### src/rtl/ccc_apb_cfg_master.sv
// APB3 replay engine for the FCCC dynamic-reconfiguration port with PLL reset/lock sequencing.
// Define CCC_CFG_READBACK_EN to verify every write with an APB read-back cycle.

module ccc_apb_cfg_master #(
    parameter int unsigned PLL_RST_CYCLES = 16,
    parameter int unsigned LOCK_TIMEOUT   = 65535,
    parameter int unsigned CNT_W          = 17
) (
    input  logic       PCLK,
    input  logic       RESET,
    input  logic       CFG_VALID,
    output logic       CFG_READY,
    input  logic [5:0] CFG_ADDR,
    input  logic [7:0] CFG_DATA,
    input  logic       CFG_LAST,
    output logic       ENG_BUSY,
    output logic       DONE,
    output logic       ERR,
    output logic [1:0] ERR_CODE,
    output logic       PSEL,
    output logic       PENABLE,
    output logic       PWRITE,
    output logic [5:0] PADDR,
    output logic [7:0] PWDATA,
    input  logic [7:0] PRDATA,
    input  logic       CCC_BUSY,
    input  logic       LOCK,
    output logic       PLL_ARST_N
);

    localparam logic [CNT_W-1:0] RstLast  = CNT_W'(PLL_RST_CYCLES - 1);
    localparam logic [CNT_W-1:0] LockLast = CNT_W'(LOCK_TIMEOUT - 1);

    typedef enum logic [2:0] {
        StIdle, StWSetup, StWAccess, StRSetup, StRAccess, StNext, StRstHold, StLockWait
    } state_e;

    state_e           state_q, state_d;
    logic [5:0]       addr_q, addr_d;
    logic [7:0]       data_q, data_d;
    logic             last_q, last_d;
    logic [CNT_W-1:0] cnt_q, cnt_d;
    logic             busy_q, busy_d;
    logic             done_q, done_d;
    logic             err_q, err_d;
    logic [1:0]       err_code_q, err_code_d;
    logic             arst_n_q, arst_n_d;
    logic             drop_q, drop_d;
    logic             lock_s1_q, lock_s2_q;
    logic             accept;

    always_comb begin
        CFG_READY  = ~RESET & ~CCC_BUSY & ((state_q == StIdle) | (state_q == StNext));
        PSEL       = (state_q == StWSetup) | (state_q == StWAccess) |
                     (state_q == StRSetup) | (state_q == StRAccess);
        PENABLE    = (state_q == StWAccess) | (state_q == StRAccess);
        PWRITE     = (state_q == StWSetup) | (state_q == StWAccess);
        PADDR      = addr_q;
        PWDATA     = data_q;
        ENG_BUSY   = busy_q;
        DONE       = done_q;
        ERR        = err_q;
        ERR_CODE   = err_code_q;
        PLL_ARST_N = arst_n_q;
    end

    always_comb begin
        accept     = CFG_VALID & CFG_READY;
        state_d    = state_q;
        addr_d     = addr_q;
        data_d     = data_q;
        last_d     = last_q;
        cnt_d      = '0;
        busy_d     = busy_q;
        done_d     = 1'b0;
        err_d      = 1'b0;
        err_code_d = err_code_q;
        arst_n_d   = arst_n_q;
        drop_d     = drop_q;

        case (state_q)
            StIdle, StNext: begin
                if (accept) begin
                    // Leftovers of a burst aborted by a read-back error are swallowed.
                    if (drop_q) begin
                        drop_d = ~CFG_LAST;
                    end else begin
                        addr_d  = CFG_ADDR;
                        data_d  = CFG_DATA;
                        last_d  = CFG_LAST;
                        state_d = StWSetup;
                        if (state_q == StIdle) begin
                            busy_d     = 1'b1;
                            err_code_d = 2'd0;
                            arst_n_d   = 1'b0;
                        end
                    end
                end
            end
            StWSetup: state_d = StWAccess;
            StWAccess: begin
`ifdef CCC_CFG_READBACK_EN
                state_d = StRSetup;
`else
                state_d = last_q ? StRstHold : StNext;
`endif
            end
`ifdef CCC_CFG_READBACK_EN
            StRSetup: state_d = StRAccess;
            StRAccess: begin
                if (PRDATA != data_q) begin
                    err_d      = 1'b1;
                    err_code_d = 2'd1;
                    arst_n_d   = 1'b1;
                    busy_d     = 1'b0;
                    drop_d     = ~last_q;
                    state_d    = StIdle;
                end else begin
                    state_d = last_q ? StRstHold : StNext;
                end
            end
`endif
            StRstHold: begin
                if (cnt_q == RstLast) begin
                    arst_n_d = 1'b1;
                    state_d  = StLockWait;
                end else begin
                    cnt_d = cnt_q + CNT_W'(1);
                end
            end
            StLockWait: begin
                cnt_d = cnt_q + CNT_W'(1);
                if (lock_s2_q) begin
                    done_d  = 1'b1;
                    busy_d  = 1'b0;
                    state_d = StIdle;
                end else if (cnt_q == LockLast) begin
                    err_d      = 1'b1;
                    err_code_d = 2'd2;
                    busy_d     = 1'b0;
                    state_d    = StIdle;
                end
            end
            default: state_d = StIdle;
        endcase
    end

    always_ff @(posedge PCLK) begin
        if (RESET) begin
            state_q    <= StIdle;
            addr_q     <= '0;
            data_q     <= '0;
            last_q     <= 1'b0;
            cnt_q      <= '0;
            busy_q     <= 1'b0;
            done_q     <= 1'b0;
            err_q      <= 1'b0;
            err_code_q <= 2'd0;
            arst_n_q   <= 1'b1;
            drop_q     <= 1'b0;
        end else begin
            state_q    <= state_d;
            addr_q     <= addr_d;
            data_q     <= data_d;
            last_q     <= last_d;
            cnt_q      <= cnt_d;
            busy_q     <= busy_d;
            done_q     <= done_d;
            err_q      <= err_d;
            err_code_q <= err_code_d;
            arst_n_q   <= arst_n_d;
            drop_q     <= drop_d;
        end
    end

    // Synchroniser is held clear while the PLL is in reset so a stale lock cannot leak through.
    always_ff @(posedge PCLK) begin
        if (RESET || !arst_n_q) begin
            lock_s1_q <= 1'b0;
            lock_s2_q <= 1'b0;
        end else begin
            lock_s1_q <= LOCK;
            lock_s2_q <= lock_s1_q;
        end
    end

`ifndef CCC_CFG_READBACK_EN
    logic unused_prdata;
    assign unused_prdata = ^PRDATA;
`endif

endmodule

### config.mk
export PLATFORM = sky130hd
export DESIGN_NAME = ccc_apb_cfg_master
export DESIGN_NICKNAME = d
export VERILOG_FILES = /design/src/rtl/ccc_apb_cfg_master.sv
export SDC_FILE = /design/constraint.sdc
export NUM_CORES = 1
export LEC_CHECK = 0
export CAP_MARGIN = 30
export CORE_MARGIN = 2
export CORE_UTILIZATION = 43
export DETAILED_ROUTE_END_ITERATION = 10
export GPL_TIMING_DRIVEN = 0
export PLACE_DENSITY = 0.83
export SLEW_MARGIN = 20
export SYNTH_ARGS = -nofsm -noshare
export SYNTH_HDL_FRONTEND = slang
export SYNTH_SLANG_ARGS = --single-unit
### constraint.sdc
create_clock -name PCLK -period 5.4 [get_ports PCLK]
set_clock_uncertainty 0.2 [all_clocks]
set_input_delay 1.35 -clock PCLK [delete_from_list [all_inputs] [get_ports PCLK]]
set_output_delay 1.35 -clock PCLK [all_outputs]
set_load 0.01 [all_outputs]
### After elaboration in Yosys (flattened, before gate mapping)

Cells that the tools add are included.

* register bits after elaboration: 44
* input bits: 28
* word-level logic and storage cells: 86

* mux-type cells: 29
* reduce and logical (&&, ||, !) cells: 14
* equality and inequality tests: 16
* bitwise logic cells: 13
* add/sub/neg operators: 1

Operators with widths (number)
* 17-bit case mux with 2 select lines: 1
* 17-bit by 1-bit adder with 17-bit output (second input constant): 1
* 17-bit by 16-bit equality test with 1-bit output (second input constant): 1
* 17-bit by 4-bit equality test with 1-bit output (second input constant): 1
* 17-bit 2-to-1 mux: 1
* 3-bit 2-to-1 mux: 5
* 3-bit case mux with 5 select lines: 1
* 3-bit equality test (second input constant): 4
* 1-bit 2-to-1 mux: 12
* 2-bit 2-to-1 mux: 6
* 2-bit != test (second input constant): 6
* 5-bit AND reduction: 2
* 3-bit by 2-bit equality test with 1-bit output (second input constant): 2
* 6-bit AND reduction: 1
* 1-bit NOT: 5
* 1-bit bitwise OR: 5
* 1-bit case mux with 2 select lines: 2
* 2-bit case mux with 2 select lines: 1
* 4-bit AND reduction: 1
* 2-bit nonzero test: 2
* 2-bit OR reduction: 2
* 1-bit bitwise AND: 3
* 3-bit by 1-bit equality test with 1-bit output (second input constant): 1
* 3-bit logical NOT: 1
* 6 further kinds: 6

### Longest topological paths before layout

Gate-level depths: netlist (run 1).

* depth in word-level cells: 6
* mapped depth: 7
* gate-level depth less buffers: 7

### Worst setup path after synthesis (run 1)

Ideal clock, no wire load.

* path kind: in2out
* start point: input RESET
* end point: output CFG_READY
* slack: 1.928 ns
* data required time: 3.850 ns
* arrival time: 1.922 ns
* stages: 2
* path through: clkbuf_8 -> nor4_1

* word-level cells in the longest chain between the ends: 3

RTL lines
* from (decl): line 10 `input logic RESET,`
* 1-bit NOT: line 53 `CFG_READY = ~RESET & ~CCC_BUSY & ((state_q == StIdle) | (state_q == StNext));`
* 1-bit bitwise AND (2 in a row): line 53
* to (decl): line 12 `output logic CFG_READY,`

Every way passes these cells.

### Final worst setup path (run 1)

* start point: input CCC_BUSY
* end point: output CFG_READY

* word-level cells in the longest chain between the ends: 3

RTL lines
* from (decl): line 26 `input logic CCC_BUSY,`
* 1-bit NOT: line 53
* 1-bit bitwise AND (2 in a row): line 53

Every way passes these cells.

==> flow_summary.toml, run 1 <==
[status]
status = "finished, final reports clean"

[route]
initialDrtViolationCount = 63
first_pass_iters = 4
ant_nets = 0
via_per_inst = 5.27
drt-total-wl_um = 3960
routed_wire_length_per_instance_um = 13.0
detail_route.drc_violations = 0
route.vias.total = 1607

[finish]
layout.nets = 282
fin_util_pct = 57.6
final_common_cell = "sky130_fd_sc_hd__dfxtp_1"
mostFrequentLayoutCells = "sky130_fd_sc_hd__dfxtp_1 (43), sky130_fd_sc_hd__clkdlybuf4s50_1 (41), sky130_fd_sc_hd__nor2_1 (37)"
flow.area_growth_from_synthesis_pct = 29.8
post_route_cells_drive_above_1_share_pct = 10.3
multi_input_comb_area_um2 = 971
fill_cells = 385
final_cell_area_mm2 = 0.00251
seq_area_um2 = 861
layoutNonFillerInstCount = 305
n_antenna_cell = 0

[pwr]
net_load_switching_power_uw = 246
power.internal_uw = 595
powerDensity_mw_per_mm2 = 335
pwr-share-clk_pct = 26.1
swShare_pct = 29.2
register_share_of_total_power_pct = 42.3
leakage_power_summed_over_all_cells_uw = 0.000898
peak_supply_drop_mv = 0.220
power.combinational.fraction_pct = 31.6

[timing]
setup_violations = 0
post_layout_min_period_ps = 4130
grt_setup_unrepaired = "false"
max_freq_mhz = 242
tns_ps = 0
final-max-slew-violation-count = 0
timing.slew.headroom_pct = 62.4
finalHoldViolCount = 0
timing_worst_slew_pin_value_ps = 559
fin_crit_sh_pct = 76.5

[synthesis]
yosys_most_used_dff = "sky130_fd_sc_hd__dfxtp_1"
synth_warnings = 0
synth_edf_count = 0
synth.net_count = 234
synth-seq-area-share_pct = 44.5
post_synth_instance_area_mm2 = 0.00193
synth-seq-cells = 43
async_reset_ff_share_pct = 0
synth_area_leaders = "sky130_fd_sc_hd__dfxtp_1 (45%), sky130_fd_sc_hd__mux2i_1 (7.8%), sky130_fd_sc_hd__nor2_1 (7.2%)"
netlist.top_cell.by_area = "sky130_fd_sc_hd__dfxtp_1"
postSynthCellCount = 204
area_share_of_the_leading_cell_type_in_the_synthesized_netlist_pct = 44.5
yosysUniqueCellTypes = 47
synth_area_per_cell_um2 = 9.48

[setup_path]
regToRegSetupSlack_ps = 3220
end_kind = "primary output"
data_arrival_time_of_the_worst_path_ps = 2580
crit_path_max_fanout = 2
critical_path_required_ps = 3850
worst-setup-path-type = "primary input to primary output"
cp-start-kind = "primary input"

[global_route]
grt_start_max_net_pins = 13
grt_pass1_vias = 1517
grt.total_usage_pct = 16.7
grt.overflow.total = 0
number_of_antenna_violations_at_the_first_check_in_global_routing = 0
grt_pass1_wl_um = 6730

[clock_tree]
postCtsSetupRepairBufs = 0
htree_num_levels = 2
cts_repair_resized_insts = 0
clk_transition_reported_paths_ps = 80
clkLatencyLatePin_ps = 290
cts_sinks = 43
cts-hold-fix-buffers = 0
cts-root-to-sink-buffers = 2
tritoncts = "done"
cts.root.buffer_cell = "sky130_fd_sc_hd__clkbuf_8"
cts_inserted_buffers = 5

[place]
globalplace.congestion = 0.847
place_area_mm2 = 0.00241
dpl.cell_count = 297
io_buffers = 41
post-dp-hpwl_um = 3010

[job]
maxCapViolCount = 0

[die]
design.core.area_mm2 = 0.00435
die_x_um = 71.1
design.portCount = 52
initial_utilization_pct = 44.4
core.rowCount = 24
die_area_mm2 = 0.00505
die_y_um = 71.1

[min_path]
worstHoldPathType = "flip-flop to flip-flop"
==> critical path, stage by stage <==
cell	delay (ps)
sky130_fd_sc_hd__clkdlybuf4s50_1	420
sky130_fd_sc_hd__nor4_1	230
sky130_fd_sc_hd__clkdlybuf4s50_1	580
==> cell usage after synthesis (all sizes together), types with 3 or more instances <==
cell	count
dfxtp	43
nand3	9
buf	8
xor2	11
clkbuf	3
and3	7
a21oi	4
nand4	3
xnor2	6
inv	5
nand2b	5
nor2	37
nor3	4
nor4	3
o41ai	3
o21ai	3
nand2	8
mux2i	15
==> kinds of logic after synthesis <==
kind of cell / Yosys count / synth area share (%)
buf+inv: 16 / 5.30
fa+ha+maj: 2 / 1.29
simple gates: 90 / 24.4
flops: 43 / 44.5
xor+xnor: 17 / 7.70
mux: 15 / 7.76
compound gates: 20 / 8.86
other cells: 1 / 0.194
==> cell type report <==
class / count / area share, %
inverter: 5 / 0.748
clock buffer: 8 / 3.99
multi-input combinational: 145 / 38.7
tap: 52 / 2.59
sequential: 43 / 34.3
buffer: 11 / 3.34
timing repair buffer: 41 / 16.4
==> power groups by stage <==
stage | sequential (uW) | combinational, uW | clock [uW]
global placement | 360 | 261 | 0
detailed placement | 362 | 264 | 0
global route | 358 | 289 | 237
finish | 355 | 265 | 220
floorplan | 363 | 166 | 0
CTS | 355 | 266 | 224
==> final timing paths <==
check / start / to / depth (start not counted)
max: CCC_BUSY / CFG_READY / 3
min: ERR_CODE[1] / ERR_CODE[1] / 2
max reg2reg: cnt_q[8] / state_q[1] / 4
min reg2reg: ERR_CODE[1] / ERR_CODE[1] / 2
==> per-layer routing <==
| metal | global-route usage [%] | vias up | share of wire, % |
|---|---|---|---|
| li1 | - | 801 | - |
| met1 | 20.5 | 747 | 45 |
| met2 | 27.0 | 48 | 47 |
| met3 | 4.70 | 11 | 6.1 |
| met4 | 7.76 | 0 | 2.5 |
| met5 | 0 | - | 0 |
==> registers in the layout, summed over array words and instances, names as in the netlist, 3 cells and up <==
register / count
state_q: 3
PADDR: 6
PWDATA: 8
cnt_q: 17
==> per-stage QoR <==
step                worst slack, ps  power, uW  hold WS [ps]
floorplan                      1930        528           241
global placement               1250        621           243
detailed placement             1240        626           253
CTS                            1240        844           264
global route                   1240        884           286
finish                         1270        840           259
Note: power is estimated with default switching activity, not from simulation.
==> run 2, diff against run 1 <==
Clock period 5.4 ns to 4.2 ns, I/O delays scaled along.
==> results of run 2 <==
Same layout as run 1 (identical final DEF). Status: finished, final reports clean.
Among the figures that moved: setup slack after placement 1240 ps -> 635 ps; setup slack after layout 1270 ps -> 668 ps; register-to-register setup slack 3220 ps -> 2020 ps; total power 840 uW -> 1080 uW; worst IR drop on VDD 0.220 mV -> 0.282 mV
